### src/rtl/byte_unpacker_if.sv
// Word-in / byte-out bundle between the 32-bit flop stage, byte_unpacker and the byte consumer.
// Latency: none (wires only).
// Backpressure: ready_out throttles bytes only; the word side has no backpressure and reports fill/overflow instead.
interface byte_unpacker_if #(
  parameter int DEPTH = 4
) ();
  localparam int CW = $clog2(DEPTH) + 1;

  logic          valid_in;
  logic [31:0]   data_in;
  logic          ready_out;
  logic          valid_out;
  logic [7:0]    data_out;
  logic          almost_full;
  logic          overflow_err;
  logic [CW-1:0] fifo_count;

  // Producer/consumer side: drives words and byte-ready, observes bytes and status.
  modport master (
    output valid_in, data_in, ready_out,
    input  valid_out, data_out, almost_full, overflow_err, fifo_count
  );

  // Unpacker side.
  modport slave (
    input  valid_in, data_in, ready_out,
    output valid_out, data_out, almost_full, overflow_err, fifo_count
  );
endinterface

### src/rtl/byte_unpacker.sv
// Buffers 32-bit words in a DEPTH-entry FIFO and streams them out as bytes over ready/valid.
// Latency: word sampled at edge N -> byte 0 registered at N+1, then one byte per accepted cycle.
// Backpressure: ready_out=0 freezes the byte output; full FIFO drops new words and sets sticky overflow_err.
module byte_unpacker #(
  parameter int DEPTH     = 4,
  parameter int AF_THRESH = 3,
  parameter int MSB_FIRST = 1
) (
  input  logic           clk_2f,
  input  logic           reset_L,
  byte_unpacker_if.slave bus
);
  localparam int PW = $clog2(DEPTH);
  localparam int CW = PW + 1;
  localparam logic [CW-1:0] DEPTH_C = CW'(DEPTH);
  localparam logic [CW-1:0] AF_C    = CW'(AF_THRESH);

  typedef enum logic {IDLE, SHIFT} state_t;

  // FIFO storage and bookkeeping
  logic [31:0]   mem [DEPTH];
  logic [PW-1:0] wr_ptr;
  logic [PW-1:0] rd_ptr;
  logic [CW-1:0] count_q;
  logic [CW-1:0] count_d;
  logic          af_q;
  logic          ovf_q;
  logic [31:0]   head;
  logic          fifo_empty;
  logic          push;
  logic          pop;

  // Unpacker state
  state_t        state_q;
  state_t        state_d;
  logic [1:0]    idx_q;
  logic [1:0]    idx_d;
  logic [31:0]   word_q;
  logic [31:0]   word_d;
  logic          vld_q;
  logic          vld_d;
  logic [7:0]    dat_q;
  logic [7:0]    dat_d;
  logic          accept;

  // Byte i of a word in emission order; MSB-first maps index 0 to bits [31:24].
  function automatic logic [7:0] pick(input logic [31:0] w, input logic [1:0] i);
    logic [1:0] k;
    k = (MSB_FIRST != 0) ? ~i : i;
    case (k)
      2'd0:    pick = w[7:0];
      2'd1:    pick = w[15:8];
      2'd2:    pick = w[23:16];
      default: pick = w[31:24];
    endcase
  endfunction

  assign head       = mem[rd_ptr];
  assign fifo_empty = (count_q == '0);
  assign accept     = vld_q & bus.ready_out;

  // A pop in the same cycle frees a slot, so a full FIFO can still take a word while the unpacker loads.
  assign push = bus.valid_in & ((count_q < DEPTH_C) | pop);

  // Occupancy after this edge; status flags are registered from it so they move with the pointers.
  always_comb begin
    count_d = count_q;
    case ({push, pop})
      2'b10:   count_d = count_q + CW'(1);
      2'b01:   count_d = count_q - CW'(1);
      default: count_d = count_q;
    endcase
  end

  // Unpacker next state: load a word from IDLE or chain directly into the next word after byte 3.
  always_comb begin
    state_d = state_q;
    idx_d   = idx_q;
    word_d  = word_q;
    vld_d   = vld_q;
    dat_d   = dat_q;
    pop     = 1'b0;
    case (state_q)
      IDLE: begin
        if (!fifo_empty) begin
          pop     = 1'b1;
          word_d  = head;
          idx_d   = 2'd0;
          dat_d   = pick(head, 2'd0);
          vld_d   = 1'b1;
          state_d = SHIFT;
        end
      end
      SHIFT: begin
        if (accept) begin
          if (idx_q != 2'd3) begin
            idx_d = idx_q + 2'd1;
            dat_d = pick(word_q, idx_q + 2'd1);
          end else if (!fifo_empty) begin
            // No bubble between words: valid_out stays high.
            pop    = 1'b1;
            word_d = head;
            idx_d  = 2'd0;
            dat_d  = pick(head, 2'd0);
          end else begin
            // Last byte gone and nothing queued; data_out keeps its last value.
            vld_d   = 1'b0;
            state_d = IDLE;
          end
        end
      end
      default: state_d = IDLE;
    endcase
  end

  // FIFO write port; contents need no reset since the count gates every read.
  always_ff @(posedge clk_2f) begin
    if (push) begin
      mem[wr_ptr] <= bus.data_in;
    end
  end

  // FIFO pointers, occupancy, almost_full and the sticky overflow flag.
  always_ff @(posedge clk_2f or negedge reset_L) begin
    if (!reset_L) begin
      wr_ptr  <= '0;
      rd_ptr  <= '0;
      count_q <= '0;
      af_q    <= 1'b0;
      ovf_q   <= 1'b0;
    end else begin
      if (push) wr_ptr <= wr_ptr + PW'(1);
      if (pop)  rd_ptr <= rd_ptr + PW'(1);
      count_q <= count_d;
      af_q    <= (count_d >= AF_C);
      if (bus.valid_in && !push) ovf_q <= 1'b1;
    end
  end

  // Unpacker registers; reset discards any partially emitted word.
  always_ff @(posedge clk_2f or negedge reset_L) begin
    if (!reset_L) begin
      state_q <= IDLE;
      idx_q   <= 2'd0;
      word_q  <= '0;
      vld_q   <= 1'b0;
      dat_q   <= '0;
    end else begin
      state_q <= state_d;
      idx_q   <= idx_d;
      word_q  <= word_d;
      vld_q   <= vld_d;
      dat_q   <= dat_d;
    end
  end

  assign bus.valid_out    = vld_q;
  assign bus.data_out     = dat_q;
  assign bus.almost_full  = af_q;
  assign bus.overflow_err = ovf_q;
  assign bus.fifo_count   = count_q;

  // Occupancy can never exceed the storage.
  a_count_bound: assert property (@(posedge clk_2f) disable iff (!reset_L)
    count_q <= DEPTH_C);

  // A stalled byte must stay put until it is taken.
  a_hold_stall: assert property (@(posedge clk_2f) disable iff (!reset_L)
    (vld_q && !bus.ready_out) |=> (vld_q && $stable(dat_q)));

  // Overflow only clears through reset.
  a_ovf_sticky: assert property (@(posedge clk_2f) disable iff (!reset_L)
    ovf_q |=> ovf_q);
endmodule

### src/flat_wrapper.sv
// flat-port wrapper written by rule: the top's interface ports become plain ports
module byte_unpacker_flat 
#(
  parameter int DEPTH     = 4,
  parameter int AF_THRESH = 3,
  parameter int MSB_FIRST = 1
)
  (clk_2f, reset_L, bus_valid_in, bus_data_in, bus_ready_out, bus_valid_out, bus_data_out, bus_almost_full, bus_overflow_err, bus_fifo_count);
  byte_unpacker_if #(.DEPTH(DEPTH)) bus_i ();
  input  logic clk_2f;
  input  logic reset_L;
  input wire logic [$bits(bus_i.valid_in)-1:0] bus_valid_in;
  input wire logic [$bits(bus_i.data_in)-1:0] bus_data_in;
  input wire logic [$bits(bus_i.ready_out)-1:0] bus_ready_out;
  output wire logic [$bits(bus_i.valid_out)-1:0] bus_valid_out;
  output wire logic [$bits(bus_i.data_out)-1:0] bus_data_out;
  output wire logic [$bits(bus_i.almost_full)-1:0] bus_almost_full;
  output wire logic [$bits(bus_i.overflow_err)-1:0] bus_overflow_err;
  output wire logic [$bits(bus_i.fifo_count)-1:0] bus_fifo_count;
  assign bus_i.valid_in = bus_valid_in;
  assign bus_i.data_in = bus_data_in;
  assign bus_i.ready_out = bus_ready_out;
  assign bus_valid_out = bus_i.valid_out;
  assign bus_data_out = bus_i.data_out;
  assign bus_almost_full = bus_i.almost_full;
  assign bus_overflow_err = bus_i.overflow_err;
  assign bus_fifo_count = bus_i.fifo_count;
  byte_unpacker #(.DEPTH(DEPTH), .AF_THRESH(AF_THRESH), .MSB_FIRST(MSB_FIRST)) u_core (.clk_2f(clk_2f), .reset_L(reset_L), .bus(bus_i));
endmodule
### config.mk
export PLATFORM = sky130hd
export DESIGN_NAME = byte_unpacker_flat
export DESIGN_NICKNAME = d
export VERILOG_FILES = /design/src/rtl/byte_unpacker_if.sv /design/src/rtl/byte_unpacker.sv /design/src/flat_wrapper.sv
export SDC_FILE = /design/constraint.sdc
export NUM_CORES = 1
export LEC_CHECK = 0
export CORE_ASPECT_RATIO = 1.2
export CORE_MARGIN = 5
export CORE_UTILIZATION = 40
export CTS_CLUSTER_SIZE = 30
export DETAILED_ROUTE_END_ITERATION = 10
export PLACE_DENSITY_LB_ADDON = 0.1
export SYNTH_ARGS = -nofsm -noshare
export SYNTH_HDL_FRONTEND = slang
export SYNTH_SLANG_ARGS = --single-unit
### constraint.sdc
create_clock -name clk_2f -period 5.9 [get_ports clk_2f]
set_input_delay 1.18 -clock clk_2f [delete_from_list [all_inputs] [get_ports clk_2f]]
set_output_delay 1.18 -clock clk_2f [all_outputs]
set_load 0.1 [all_outputs]
==> qor.yml, run 1 <==
clocking:
  post_cts_buffers: 0
  htreeDepth: 4
  cts_resized: 0
  clock_latency_ps: 420
  clkSinkCount: 181
  cts_tree: "built"
  cts.path.max_buffers: 2
  cts_hold_buf: 0
  path_clk_slew_ps: 60
  cts-root-buf: "clkbuf_16"
  cts_made_buffers: 17
worst_setup_path:
  cp-end-kind: "register"
  worst-setup-path-type: "input pin to register"
  start_kind: "input pin"
  cp_max_fo: 18
  arrival_ps: 3470
  worstPathRequired_ps: 5990
place:
  gp_congestion: 0.704
  hpwl_um: 8140
  port_buffers: 49
floorplan:
  rows: 53
  die_h_um: 156
  coreArea_um2: 17500
  die_area_um2: 20600
  io_pins: 50
  die_x_um: 132
  initial_core_util: 0.407
logic_synthesis:
  synth-adder-area-share: 0.0204
  muxShareOfSynthArea: 0.159
  yosysWarnings: 0
  syn-cell-area_um2: 7120
  synth_cell_types: 41
  synth-compound-area-share: 0.0453
  syn_inst: 352
  avgSynthCellArea_um2: 20.2
  synth-async-reset-ratio: 0.293
  yosys.area_share.simple: 0.0213
  syn_nets: 399
  ys.flop_type: "edfxtp_1"
  synth_top_family_by_area: "multiplexers"
  ys_seq_area_frac: 0.726
  synth-xor-area-share: 0.00615
  synth-edff-count: 128
  synth-seq-cells: 181
timing:
  rsz0062_at_grt: "no"
  timing.slew.headroom: 0.343
  whs_ps: 475
  finalSetupViolations: 0
  period_share: 0.572
  setup_tns_ps: 0
  max_freq_ghz: 0.296
  hold_viol: 0
  worst_pin_slew_ps: 983
  drv_slew: 0
  fin_crit_ps: 3380
  final.setup_skew_ps: 12.6
grt:
  grt_max_degree: 54
  grt_use_total: 0.140
  antenna_found_initial: 0
  globalRouteMet1Util: 0.181
  met2_usage: 0.234
  grt_pass1_wl_um: 22000
  grt-ovfl-total: 0
  use_met3: 0.0352
  top_usage_layer: "met2"
  grt_pass1_vias: 3725
power_and_ir_drop:
  p_clk_frac: 0.260
  p_sw_frac: 0.330
  vdd_drop_max_v: 0.000194
  pwr-share-seq: 0.427
  intPower_mw: 3.02
  power.density_nw_per_um2: 533
  p_comb_frac: 0.313
  switchingPower_mw: 1.48
  leakage_nw: 2.98
finish:
  antennaDiodeCount: 0
  syn_to_final_growth_pct: 18.5
  drive_gt1_frac: 0.232
  nets: 457
  fillers: 1487
drt:
  drc_errors: 0
  first_pass_iters: 4
  drt_wl_total_um: 13500
  vias_per_cell: 5.26
  num_vias: 3383
  drtAntennaViolNets: 0
  routedWlPerCell_um: 20.9
  drt_iter0_drc: 251
hold_path:
  hold_class: "register to register"
outcome:
  status: "finished clean"
run:
  maxCapViolations: 0
## cell usage after synthesis, types with 2 or more instances
master | n | area, µm²
mux4_1 | 8 | 210
inv_1 | 10 | 37.5
edfxtp_1 | 128 | 3840
clkbuf_1 | 2 | 7.51
o2bb2ai_1 | 2 | 17.5
ha_1 | 10 | 125
a221oi_1 | 2 | 17.5
and2_1 | 4 | 25.0
mux2_2 | 32 | 360
a211oi_1 | 9 | 67.6
a221o_1 | 6 | 60.1
a22o_1 | 2 | 17.5
a22oi_1 | 2 | 15.0
dfrtp_1 | 53 | 1330
mux2_1 | 2 | 22.5
xnor2_1 | 4 | 35.0
buf_6 | 3 | 33.8
buf_4 | 2 | 15.0
buf_2 | 5 | 25.0
nand2_1 | 7 | 26.3
nor2b_1 | 6 | 37.5
a222oi_1 | 6 | 60.1
a21oi_1 | 3 | 15.0
buf_1 | 4 | 15.0
mux4_2 | 24 | 541
## worst max-delay path, stage by stage
cell and delay, ps:
clkdlybuf4s50_1 540, nand3_2 200, a31oi_2 390, and2_1 720, buf_4 410
## final timing paths
path,start,endpoint,slack [ps],cells past startpoint
setup / recovery,bus_ready_out,u_core.mem[3][30]$_DFFE_PP_,2520,5
hold / removal,u_core.bus.overflow_err$_DFFE_PN0P_,u_core.bus.overflow_err$_DFFE_PN0P_,480,1
setup reg to reg,u_core.idx_q[0]$_DFFE_PN0P_,u_core.mem[3][30]$_DFFE_PP_,3150,5
hold reg to reg,u_core.bus.overflow_err$_DFFE_PN0P_,u_core.bus.overflow_err$_DFFE_PN0P_,480,1
max in group asynchronous,reset_L,u_core.rd_ptr[1]$_DFFE_PN0P_,4530,2
min in group asynchronous,reset_L,u_core.bus.fifo_count[0]$_DFF_PN0_,880,2
## placed cells by master (no fill, tap or decap), types with 3 or more instances in the layout
| master | count |
|---|---|
| edfxtp_1 | 128 |
| dfrtp_1 | 51 |
| clkdlybuf4s50_1 | 48 |
| mux2_2 | 32 |
| mux4_2 | 24 |
| clkbuf_16 | 17 |
| inv_1 | 10 |
| ha_1 | 10 |
| a211oi_1 | 9 |
| mux4_1 | 8 |
| nand2_1 | 7 |
| buf_4 | 7 |
| a222oi_1 | 6 |
| nor2b_1 | 6 |
| a221o_1 | 6 |
| xnor2_1 | 4 |
| and2_1 | 4 |
| clkbuf_1 | 4 |
| bufinv_16 | 4 |
| a21oi_1 | 3 |
## kinds of logic after synthesis
kind of cell	count (synthesis)
AOI/OAI and AO/OA	38
xor gates and xnor gates	5
adders and majority gates	11
buffers and inverters	27
DFF	181
muxes	66
and+or+nand+nor	24
## cell type report
| type | count | area, µm² | area share |
|---|---|---|---|
| clock buffers | 22 | 454 | 0.0538 |
| repair buffers | 56 | 538 | 0.0638 |
| well taps | 220 | 275 | 0.0326 |
| clock inverters | 10 | 158 | 0.0187 |
| multi-input cells | 144 | 1800 | 0.214 |
| flip-flops and latches | 181 | 5170 | 0.613 |
| inverters | 10 | 37.5 | 0.00445 |
## power by group through the flow
stage	Clock (mW)	Sequential [mW]	Combinational, mW
after floorplan	0	2.15	0.832
after global placement	0	1.94	1.43
after detailed placement	0	1.95	1.44
after CTS	1.20	1.93	1.45
after global routing	1.25	1.96	1.52
final	1.17	1.92	1.41
## flip-flops by register name (all words and copies together), names as in the netlist
register	flops
u_core.bus.almost_full	1
u_core.word_q	32
u_core.bus.fifo_count	3
u_core.bus.valid_out	1
u_core.state_q	1
u_core.idx_q	2
u_core.mem	128
u_core.bus.overflow_err	1
u_core.wr_ptr	2
u_core.bus.data_out	8
u_core.rd_ptr	2
## per-stage QoR
stage	total power [mW]	worst slack, ps	cells	util	area [µm²]
floorplan	2.98	2970	352	-	7120
global placement	3.37	2040	611	0.447	7830
detailed placement	3.39	2030	611	0.447	7830
CTS	4.57	2470	643	0.482	8440
global route	4.74	2350	643	0.482	8440
finish	4.50	2520	643	0.482	8440
## per-layer routing
metal  share of wire  up-vias
met5               0        -
met4           0.011        0
met3           0.030       10
met2            0.51       50
met1            0.45     1773
li1                -     1550
Power figures use the tool's default switching activity.
==> run 2, diff against run 1 <==
==> constraint.sdc (replaced) <==
create_clock -name clk_2f -period 3.4 [get_ports clk_2f]
set_input_delay 0.68 -clock clk_2f [delete_from_list [all_inputs] [get_ports clk_2f]]
set_output_delay 0.68 -clock clk_2f [all_outputs]
set_load 0.1 [all_outputs]
==> run 2 against run 1 <==
Clock skew fell by 3.3 ps. Register-to-register slack worse by 2200 ps. Critical path depth up 4. Count of clock-buffer cells in the layout stayed put. Hold slack got worse by 160 ps. Via count grew 1.3%. Cell count is 0.93% higher. Cell area increased by 0.16%. Sequential power increased by 69%. Non-clock buffer count grew 6. Critical endpoint is now u_core.bus.almost_full$_DFF_PN0_.
==> qor.yml, run 2 (synthesis results as in run 1) <==
outcome:
  status: "finished clean"
timing:
  setup_tns_ps: 0  # unchanged
  rsz0062_at_grt: "no"
  hold_viol: 0  # unchanged
  finalSetupViolations: 0  # unchanged
  period_share: 0.755
  max_freq_ghz: 0.390
  fin_crit_ps: 2570
  worst_pin_slew_ps: 729  # -254 ps
  timing.slew.headroom: 0.514  # +0.171
  drv_slew: 0  # unchanged
  whs_ps: 312  # -163 ps
  final.setup_skew_ps: 9.29  # -3.31 ps
grt:
  grt_pass1_wl_um: 21600  # -1.5%
  antenna_found_initial: 0  # unchanged
  grt_pass1_vias: 3756  # +0.83%
  grt_max_degree: 41  # -24%
  grt-ovfl-total: 0  # unchanged
  grt_use_total: 0.138  # -0.00201
clocking:
  cts.path.max_buffers: 2  # unchanged
  cts_resized: 0  # unchanged
  clock_latency_ps: 420  # about the same
  clkSinkCount: 181  # unchanged
  cts_made_buffers: 17  # unchanged
  htreeDepth: 4  # unchanged
  path_clk_slew_ps: 60  # about the same
  cts-root-buf: "clkbuf_16"
  cts_hold_buf: 0  # unchanged
  post_cts_buffers: 0  # unchanged
  cts_tree: "built"
power_and_ir_drop:
  power.density_nw_per_um2: 911  # +71%
  p_comb_frac: 0.333  # +0.020
  p_clk_frac: 0.246  # -0.014
  switchingPower_mw: 2.60  # +76%
  intPower_mw: 5.10  # +69%
  pwr-share-seq: 0.421  # -0.006
  p_sw_frac: 0.338  # +0.00854
  vdd_drop_max_v: 0.000360  # +86%
  leakage_nw: 3.03  # +1.5%
finish:
  drive_gt1_frac: 0.282  # +0.0504
  antennaDiodeCount: 0  # unchanged
  design_area_um2: 8450  # +0.16%
  layout_common_cells: "edfxtp_1 (128), dfrtp_1 (52), clkdlybuf4s50_1 (34)"
  final_common_cell: "edfxtp_1"
  syn_to_final_growth_pct: 18.7
  nets: 463  # +1.3%
  largest_register_ff_count: 128  # unchanged
  largest_register: "u_core.mem"
drt:
  drt_wl_total_um: 13500  # +0.18%
  vias_per_cell: 5.28  # +0.36%
  num_vias: 3427  # +1.3%
  drtAntennaViolNets: 0  # unchanged
  drt_iter0_drc: 187  # -25%
  routedWlPerCell_um: 20.8  # -0.75%
  first_pass_iters: 6  # +2
  drc_errors: 0  # unchanged
worst_setup_path:
  cp-end-kind: "register"
  cp_max_fo: 7  # -11
  worst-setup-path-type: "input pin to register"
  r2r_slack_ps: 980  # -2170 ps
  worstPathRequired_ps: 3750  # -2240 ps
  arrival_ps: 2920  # -550 ps
  start_kind: "input pin"
floorplan:
  die_h_um: 156  # unchanged
  die_x_um: 132  # unchanged
  io_pins: 50  # unchanged
  coreArea_um2: 17500  # unchanged
  initial_core_util: 0.407  # unchanged
  rows: 53  # unchanged
  die_area_um2: 20600  # unchanged
hold_path:
  hold_class: "input pin to async pin"
place:
  gp_congestion: 0.729  # +3.6%
  place_area_um2: 7870  # +0.59%
  port_buffers: 49  # unchanged
  hpwl_um: 8580  # +5.4%
run:
  maxCapViolations: 0  # unchanged
[run 2: changes by cell type in the layout (fill, tap and decap cells not counted)]
cell,previous run,this run
buf_4,7,24
clkdlybuf4s50_1,48,34
buf_12,0,3
bufinv_16,4,1
clkbuf_1,4,1
clkbuf_8,1,4
inv_6,0,2
clkinv_1,1,0
clkinv_2,2,3
clkinv_4,1,2
dfrtp_1,51,52
dfrtp_2,2,1
[run 2: per-layer routing]
| layer | vias up | GRT usage | share of wire |
|---|---|---|---|
| met5 | - | 0 | 0 |
| met4 | 0 | 0.0544 | 0.017 |
| met3 | 17 | 0.0297 | 0.032 |
| met2 | 63 | 0.232 | 0.50 |
| met1 | 1786 | 0.176 | 0.45 |
| li1 | 1561 | - | - |
[run 2: cell type report]
type                            instances  area (µm²)
Multi-Input combinational cell        144        1800
Clock inverter                         10        95.1
Clock buffer                           22         484
Inverter                               10        37.5
Fill cell                            1479        9050
Tap cell                              220         275
Timing Repair Buffer                   62         586
Sequential cell                       181        5170
[run 2: metrics by stage]
| step | total power, mW | util | setup slack (ps) | instances |
|---|---|---|---|---|
| 2_1_floorplan | 5.17 | - | 511 | 352 |
| 3_3_place_gp | 5.89 | 0.450 | 486 | 617 |
| 3_5_place_dp | 5.92 | 0.450 | 408 | 617 |
| 4_1_cts | 7.83 | 0.483 | 848 | 649 |
| 5_1_grt | 8.10 | 0.483 | 680 | 649 |
| 6_report | 7.70 | 0.483 | 833 | 649 |
[run 2: power by group through the flow]
stage	Combinational, mW	Sequential (mW)	Clock, mW
floorplan	1.44	3.72	0
global placement	2.61	3.28	0
detailed placement	2.62	3.30	0
CTS	2.63	3.25	1.95
global route	2.76	3.30	2.03
finish	2.57	3.24	1.90
[run 2: final timing paths]
check	startpoint	endpoint	cells after the start
max	bus_ready_out	u_core.bus.almost_full$_DFF_PN0_	9
min	reset_L	u_core.bus.almost_full$_DFF_PN0_	1
max reg2reg	u_core.idx_q[0]$_DFFE_PN0P_	u_core.bus.almost_full$_DFF_PN0_	9
min reg2reg	u_core.bus.overflow_err$_DFFE_PN0P_	u_core.bus.overflow_err$_DFFE_PN0P_	1
max in group asynchronous	reset_L	u_core.word_q[13]$_DFFE_PN0P_	2
min in group clk_2f	u_core.bus.overflow_err$_DFFE_PN0P_	u_core.bus.overflow_err$_DFFE_PN0P_	1
[run 2: worst max-delay path: stages]
cell and delay (ps):
clkdlybuf4s50_1 540, nand3_2 200, a31oi_2 260, inv_1 60, ha_1 220, fa_1 390, xnor2_1 150, or3_1 320
nand3_1 90
